`src/rtl/sysid_check_pkg.sv`:
```
// Shared types for the system-ID check master.
// FSM states, Avalon word addresses and err_flags bit positions.
package sysid_check_pkg;

  typedef enum logic [2:0] {
    IDLE  = 3'd0,
    RD_ID = 3'd1,
    RD_TS = 3'd2,
    CHECK = 3'd3,
    FIN   = 3'd4
  } state_t;

  localparam logic ADDR_ID = 1'b0;
  localparam logic ADDR_TS = 1'b1;

  localparam int ERR_ID = 0;
  localparam int ERR_TS = 1;
  localparam int ERR_TO = 2;

endpackage

```
`src/rtl/sysid_check_master_if.sv`:
```
// Avalon-MM read-only bus between the check master and the sysid slave.
// The master owns address/read; the slave owns readdata/waitrequest.
interface sysid_check_master_if;

  logic        avm_address;
  logic        avm_read;
  logic [31:0] avm_readdata;
  logic        avm_waitrequest;

  modport master (
    output avm_address,
    output avm_read,
    input  avm_readdata,
    input  avm_waitrequest
  );

  modport slave (
    input  avm_address,
    input  avm_read,
    output avm_readdata,
    output avm_waitrequest
  );

endinterface

```
`src/rtl/sysid_check_master.sv`:
```
// Reads the sysid ID and timestamp words and compares them to parameters.
// Define SYSID_CHECK_TIMEOUT_EN to add a per-read stall timeout.
module sysid_check_master
  import sysid_check_pkg::*;
#(
  parameter logic [31:0] EXPECTED_ID    = 32'd0,
  parameter logic [31:0] EXPECTED_TS    = 32'd0,
  parameter logic [15:0] TIMEOUT_CYCLES = 16'd1024
) (
  input  logic                 clock,
  input  logic                 reset,
  input  logic                 start,
  sysid_check_master_if.master avm,
  output logic                 busy,
  output logic                 done,
  output logic                 pass,
  output logic [31:0]          id_value,
  output logic [31:0]          ts_value,
  output logic [2:0]           err_flags
);

  state_t state;
  state_t state_nx;

  logic rd_ok;
  logic rd_to;
  logic err_id;
  logic err_ts;
  logic err_to;

  assign rd_ok = avm.avm_read && !avm.avm_waitrequest;

`ifdef SYSID_CHECK_TIMEOUT_EN
  logic [15:0] stall_cnt;

  // Idle read strobe marks entry to a read state, so the count restarts.
  always_ff @(posedge clock) begin
    if (reset || !avm.avm_read) begin
      stall_cnt <= '0;
    end else if (avm.avm_waitrequest) begin
      stall_cnt <= stall_cnt + 16'd1;
    end
  end

  assign rd_to = avm.avm_read
              && avm.avm_waitrequest
              && (stall_cnt == TIMEOUT_CYCLES - 16'd1);

  always_ff @(posedge clock) begin
    if (reset) begin
      err_to <= 1'b0;
    end else if (state == IDLE && start) begin
      err_to <= 1'b0;
    end else if (rd_to) begin
      err_to <= 1'b1;
    end
  end
`else
  logic unused_timeout;

  assign unused_timeout = ^TIMEOUT_CYCLES;
  assign rd_to  = 1'b0;
  assign err_to = 1'b0;
`endif

  always_ff @(posedge clock) begin
    if (reset) begin
      state <= IDLE;
    end else begin
      state <= state_nx;
    end
  end

  always_comb begin
    state_nx = state;
    unique case (state)
      IDLE: begin
        if (start) state_nx = RD_ID;
      end
      RD_ID: begin
        if (rd_to)      state_nx = FIN;
        else if (rd_ok) state_nx = RD_TS;
      end
      RD_TS: begin
        if (rd_to)      state_nx = FIN;
        else if (rd_ok) state_nx = CHECK;
      end
      CHECK:   state_nx = FIN;
      FIN:     state_nx = IDLE;
      default: state_nx = IDLE;
    endcase
  end

  // Read strobe is registered: each read state opens with one idle cycle.
  always_ff @(posedge clock) begin
    if (reset) begin
      avm.avm_read    <= 1'b0;
      avm.avm_address <= ADDR_ID;
      pass            <= 1'b0;
      err_id          <= 1'b0;
      err_ts          <= 1'b0;
      id_value        <= '0;
      ts_value        <= '0;
    end else begin
      unique case (state)
        IDLE: begin
          if (start) begin
            pass     <= 1'b0;
            err_id   <= 1'b0;
            err_ts   <= 1'b0;
            id_value <= '0;
            ts_value <= '0;
          end
        end
        RD_ID: begin
          if (rd_to) begin
            avm.avm_read <= 1'b0;
          end else if (rd_ok) begin
            id_value     <= avm.avm_readdata;
            avm.avm_read <= 1'b0;
          end else if (!avm.avm_read) begin
            avm.avm_read    <= 1'b1;
            avm.avm_address <= ADDR_ID;
          end
        end
        RD_TS: begin
          if (rd_to) begin
            avm.avm_read <= 1'b0;
          end else if (rd_ok) begin
            ts_value     <= avm.avm_readdata;
            avm.avm_read <= 1'b0;
          end else if (!avm.avm_read) begin
            avm.avm_read    <= 1'b1;
            avm.avm_address <= ADDR_TS;
          end
        end
        CHECK: begin
          err_id <= (id_value != EXPECTED_ID);
          err_ts <= (ts_value != EXPECTED_TS);
          pass   <= (id_value == EXPECTED_ID)
                 && (ts_value == EXPECTED_TS)
                 && !err_to;
        end
        FIN: ;
        default: ;
      endcase
    end
  end

  assign busy = (state != IDLE);
  assign done = (state == FIN);

  always_comb begin
    err_flags         = '0;
    err_flags[ERR_ID] = err_id;
    err_flags[ERR_TS] = err_ts;
    err_flags[ERR_TO] = err_to;
  end

endmodule

```
`src/flat_wrapper.sv`:
```
// flat-port wrapper written by rule: the top's interface ports become plain ports
module sysid_check_master_flat import sysid_check_pkg::*;
#(
  parameter logic [31:0] EXPECTED_ID    = 32'd0,
  parameter logic [31:0] EXPECTED_TS    = 32'd0,
  parameter logic [15:0] TIMEOUT_CYCLES = 16'd1024
)
  (clock, reset, start, busy, done, pass, id_value, ts_value, err_flags, avm_avm_address, avm_avm_read, avm_avm_readdata, avm_avm_waitrequest);
  sysid_check_master_if avm_i ();
  input  logic clock;
  input  logic reset;
  input  logic start;
  output logic busy;
  output logic done;
  output logic pass;
  output logic [31:0] id_value;
  output logic [31:0] ts_value;
  output logic [2:0] err_flags;
  output wire logic [$bits(avm_i.avm_address)-1:0] avm_avm_address;
  output wire logic [$bits(avm_i.avm_read)-1:0] avm_avm_read;
  input wire logic [$bits(avm_i.avm_readdata)-1:0] avm_avm_readdata;
  input wire logic [$bits(avm_i.avm_waitrequest)-1:0] avm_avm_waitrequest;
  assign avm_avm_address = avm_i.avm_address;
  assign avm_avm_read = avm_i.avm_read;
  assign avm_i.avm_readdata = avm_avm_readdata;
  assign avm_i.avm_waitrequest = avm_avm_waitrequest;
  sysid_check_master #(.EXPECTED_ID(EXPECTED_ID), .EXPECTED_TS(EXPECTED_TS), .TIMEOUT_CYCLES(TIMEOUT_CYCLES)) u_core (.clock(clock), .reset(reset), .start(start), .avm(avm_i), .busy(busy), .done(done), .pass(pass), .id_value(id_value), .ts_value(ts_value), .err_flags(err_flags));
endmodule
```
`config.mk`:
```
export PLATFORM = sky130hd
export DESIGN_NAME = sysid_check_master_flat
export DESIGN_NICKNAME = d
export VERILOG_FILES = /design/src/rtl/sysid_check_pkg.sv /design/src/rtl/sysid_check_master_if.sv /design/src/rtl/sysid_check_master.sv /design/src/flat_wrapper.sv
export SDC_FILE = /design/constraint.sdc
export NUM_CORES = 1
export LEC_CHECK = 0
export BUFFER_PORTS_ARGS = -buffer_cell sky130_fd_sc_hd__clkbuf_2
export CORE_UTILIZATION = 41
export CTS_CLUSTER_SIZE = 40
export DETAILED_ROUTE_END_ITERATION = 6
export PLACE_DENSITY_LB_ADDON = 0.05
export SYNTH_ARGS = -nofsm -noshare
export SYNTH_HDL_FRONTEND = slang
export SYNTH_SLANG_ARGS = --single-unit
```
`constraint.sdc`:
```
create_clock -name clock -period 1.65 [get_ports clock]
set_input_delay 0.2475 -clock clock [delete_from_list [all_inputs] [get_ports clock]]
set_output_delay 0.2475 -clock clock [all_outputs]
set_load 0.01 [all_outputs]
```
== Yosys cells after proc, flatten, opt, wreduce, memory -nomap -nowiden ==
Cells that the tools add are included.

* Register bits after elaboration: 72
* Output and inout port bits: 72
* Logic and storage cells: 56

* Equal/unequal tests: 11
* Mux-type cells: 18
* Reduce and logical (&&, ||, !) cells: 19

{| class="wikitable"
|+ Operator list
! cell !! number
|-
| 32-bit case mux with 2 select lines || 2
|-
| 32-bit logical NOT || 2
|-
| 32-bit 2-to-1 mux || 2
|-
| 32-bit nonzero test || 2
|-
| 3-bit case mux with 4 select lines || 1
|-
| 2-bit != test, second input constant || 5
|-
| 3-bit 2-to-1 mux || 3
|-
| 3-bit AND reduction || 3
|-
| 1-bit case mux with 2 select lines || 4
|-
| 2-bit nonzero test || 4
|-
| 3-bit by 2-bit equality test with 1-bit output, second input constant || 2
|-
| 1-bit 2-to-1 mux || 6
|-
| 5-bit AND reduction || 1
|-
| 2-bit by 1-bit != test with 1-bit output, second input constant || 2
|-
| 3-bit by 1-bit equality test with 1-bit output, second input constant || 1
|-
| 3-bit equality test, second input constant || 1
|-
| 3-bit logical NOT || 1
|-
| 3-bit nonzero test || 1
|-
| 1-bit logical AND || 2
|-
| 2-bit AND reduction || 1
|-
| 2-bit OR reduction || 1
|-
| 1-bit logical NOT || 1
|}

== Logic depth before layout (Yosys ltp) ==
* Depth in word-level cells: 4
* Mapped depth: 6
* Depth with buffers taken out: 4

== Worst setup path before layout ==
No wires, ideal clock.

* Kind: reg2reg
* Start point: register u_core.state[1]
* End point: register u_core.ts_value[21]
* Library setup time: 0.128 ns
* Arrival: 1.273 ns
* Setup slack: 0.250 ns
* Stages on the path, launching flop included: 7
* Path buffers: 2
* Cell sequence: dfxtp_1 > buf_6 > nand3b_1 > a211o_1 > buf_6 > a22oi_1 > nor2_1

* Cells in the longest elaborated chain, start to end: 3

{| class="wikitable"
|+ RTL lines
! item !! line !! source
|-
| start, declared || sysid_check_master.sv:22 || <nowiki>state_t state;</nowiki>
|-
| start signal, assigned || sysid_check_master.sv:70 || <nowiki>state <= state_nx;</nowiki>
|-
| 3-bit by 2-bit equality test with 1-bit output or 3-bit logical NOT (tied branches) || sysid_check_master.sv:105 || <nowiki>unique case (state)</nowiki>
|-
| 2-bit by 1-bit != test with 1-bit output (no source line), or another cell as far along || n/a ||
|-
| 3-bit AND reduction (no source line) || n/a ||
|-
| end signal, assigned || sysid_check_master.sv:130 || <nowiki>ts_value <= avm.avm_readdata;</nowiki>
|-
| end, declared || sysid_check_master.sv:18 || <nowiki>output logic [31:0] ts_value,</nowiki>
|}

Parallel ways exist; a longest one is shown, timed or not.
A chain may end at the register's enable or synchronous reset.

== Worst setup path after layout ==
* Start point: register u_core.id_value[5]
* End point: register u_core.err_id

* Cells in the longest elaborated chain, start to end: 2

{| class="wikitable"
|+ RTL lines
! item !! line !! source
|-
| start, declared || sysid_check_master.sv:17 || <nowiki>output logic [31:0] id_value,</nowiki>
|-
| start signal, assigned || sysid_check_master.sv:119 || <nowiki>id_value <= avm.avm_readdata;</nowiki>
|-
| 32-bit nonzero test || sysid_check_master.sv:138 || <nowiki>err_id <= (id_value != EXPECTED_ID);</nowiki>
|-
| 1-bit case mux with 2 select lines || sysid_check_master.sv:105 ||
|-
| end signal, assigned || sysid_check_master.sv:138 ||
|-
| end, declared || sysid_check_master.sv:27 || <nowiki>logic err_id;</nowiki>
|}

Every way passes these cells.

==> impl_metrics.csv <==
group,metric,value,unit
finish,fin_cells,515,
drt,wl_per_cell,16.3,um
clock_tree,cts_buffer_depth,2,
clock_tree,cts_tree,"yes",
sta,rsz0062_at_grt,"no",
clock_tree,cts_made_buffers,9,
floorplan,core_region_area,6760,sq um
yosys,syn_area,2860,sq um
yosys,syn-mean-instance-area,8.71,sq um
clock_tree,clock_sinks,72,
yosys,syn_inst,328,
sta,post-route-min-period,1530,ps
yosys,yosysSeqAreaShare,50.4,%
yosys,synth_area_leaders,"dfxtp_1, a22oi_1, nand4_1",
placement,dp.final_hpwl,5920,um
pwr,ir_drop,0.000427,V
setup_path,required,1850,ps
drt,first_iter_violations,143,
floorplan,start_util,42.3,%
pwr,seq_power_share,50.9,%
floorplan,rows,30,
placement,port_buffers,106,
yosys,synthDistinctLibCells,35,
pwr,p_int,2.61,mW
drt,drt-pass1-iter-count,4,
floorplan,die_x,85.5,um
global_route,grt_usage,23.3,%
floorplan,die_h,85.5,um
pwr,switching_power,0.893,mW
yosys,postSynth.asyncResetShare,0,%
sta,setup_viol,0,
drt,via_count,2851,
placement,gp_congestion,0.768,
sta,min_period_over_period,92.5,%
yosys,synthFlopType,"dfxtp_1",
finish,layout-drive-gt1-share,34.5,%
clock_tree,htreeDepth,3,
floorplan,die-area,7310,sq um
floorplan,ios,108,
global_route,antenna_found_initial,0,
yosys,synthDominantCellAreaShare,50.4,%
finish,finalInstanceArea,3690,sq um
setup_path,crit_path_max_fanout,3,
drt,wl,8380,um
pwr,pwr-share-comb,9.6,%
drt,viasPerCell,5.54,
finish,syn_to_final_growth,29.1,%
clock_tree,insertion_delay,330,ps
sta,holdWs,169,ps
sta,max_freq,0.655,GHz
pwr,p_leak,1.59,nW
sta,slew_violations,0,
placement,place_inst,499,
sta,hold_viol,0,
setup_path,critPathCaptureType,"register",
clock_tree,path_clk_slew,80,ps
clock_tree,post_cts_buffers,0,
finish,fillers,669,
yosys,synth-seq-cells,72,
global_route,gr-total-overflow,0,
job,max_cap_violations,0,
clock_tree,root_buffer,"clkbuf_8",
sta,fin_ws,123,ps
hold_path,hp-class,"primary input to register",
setup_path,path_class,"register to register",
pwr,power,3.50,mW
drt,ant_nets,0,
sta,tns,0,ps
yosys,synth_most_common_cell,"dfxtp_1",
pwr,p_per_area,949,nW/um^2
finish,fin_util,54.6,%
yosys,syn_nets,364,
sta,skew,4.79,ps
run_status,outcome,"complete, no violations",
drt,post-route-drc-count,0,
global_route,first_global_vias,2538,
yosys,synth_edf_count,0,
yosys,synth_common_cells,"dfxtp_1, a21oi_1, nand4_1",
yosys,yosys_warnings,0,
finish,final_nets,466,
placement,preCtsSetupSlack,53.3,ps
setup_path,arrival,1730,ps
pwr,clockPowerShare,39.5,%
global_route,grt_start_max_net_pins,34,
placement,post_dp_cell_area,3480,sq um
yosys,synth_area_leader_cell,"dfxtp_1",
setup_path,cp-start-kind,"register",
global_route,grt_pass1_wl,13200,um
pwr,power_switching_share,25.5,%
finish,diodes,0,
cell families after synthesis:
kind of cell | after synthesis | synth area share (%)
and+or+nand+nor | 139 | 24.8
AOI/OAI and AO/OA | 80 | 18.0
DFF | 72 | 50.4
buffers and inverters | 36 | 6.65
other | 1 | 0.131
state kept, by name, summed over array words and instances, names as in the netlist:
| name | cells |
|---|---|
| u_core.id_value | 32 |
| u_core.avm.avm_read | 1 |
| u_core.err_ts | 1 |
| u_core.state | 3 |
| u_core.ts_value | 32 |
| u_core.err_id | 1 |
| u_core.pass | 1 |
| u_core.avm.avm_address | 1 |
final timing paths:
path                                            from                  end  slack [ps]  cells past startpoint
worst max-delay path              u_core.id_value[5]        u_core.err_id         120                      5
worst min-delay path            avm_avm_readdata[29]  u_core.ts_value[29]         170                      3
worst max register to register    u_core.id_value[5]        u_core.err_id         120                      5
worst min register to register    u_core.id_value[4]   u_core.id_value[4]         470                      2
layout make-up:
cell class              count  area, sq um  share of cell area [%]
flip-flops and latches     72         1450                    39.2
multi-input cells         220         1240                    33.6
repair buffers            125          698                    18.9
clock buffers              10          138                    3.73
well taps                  80          100                    2.71
clock inverters             6         58.8                    1.59
inverters                   2         7.51                   0.204
critical path, stage by stage, from the launching register on:
cell and delay [ps]:
dfxtp_1 330, nor4_1 380, buf_4 180, nand4_1 110, nor4_2 320, a211oi_1 80
cells in the final DEF, fill, tap and decap left out, types with 3 or more instances in the layout:
cell,synthesis,final
clkbuf_2,0,106
dfxtp_1,72,69
a21oi_1,38,38
nand4_1,35,35
nand2_1,34,34
nor2_1,34,34
a22oi_1,32,32
buf_4,3,17
nor4_1,17,16
clkbuf_8,0,10
clkinv_2,0,4
nor3_1,3,3
nand2b_1,3,3
dfxtp_2,0,3
power by group through the flow:
stage | Clock [mW] | Sequential, mW | Combinational [mW]
floorplan | 0 | 1.81 | 0.192
global placement | 0 | 1.82 | 0.336
detailed placement | 0 | 1.82 | 0.334
CTS | 1.43 | 1.78 | 0.335
global route | 1.48 | 1.78 | 0.369
finish | 1.38 | 1.78 | 0.335
timing repair:
| item | CTS | global route |
|---|---|---|
| gates cloned | 0 | 0 |
| hold buffers | 0 | 0 |
| gates resized for setup | 1 | 3 |
| pin swaps | 0 | 0 |
| setup endpoints to repair | 1 | 50 |
layer usage:
| layer | up-vias | track usage (%) | part of all wire, % |
|---|---|---|---|
| met4 | 0 | 9.55 | 1.2 |
| met2 | 103 | 35.5 | 46 |
| met5 | - | 0 | 0 |
| met1 | 1339 | 32.3 | 45 |
| met3 | 6 | 4.77 | 7.0 |
| li1 | 1403 | - | - |
No activity file was read; power rests on OpenSTA's default activity.
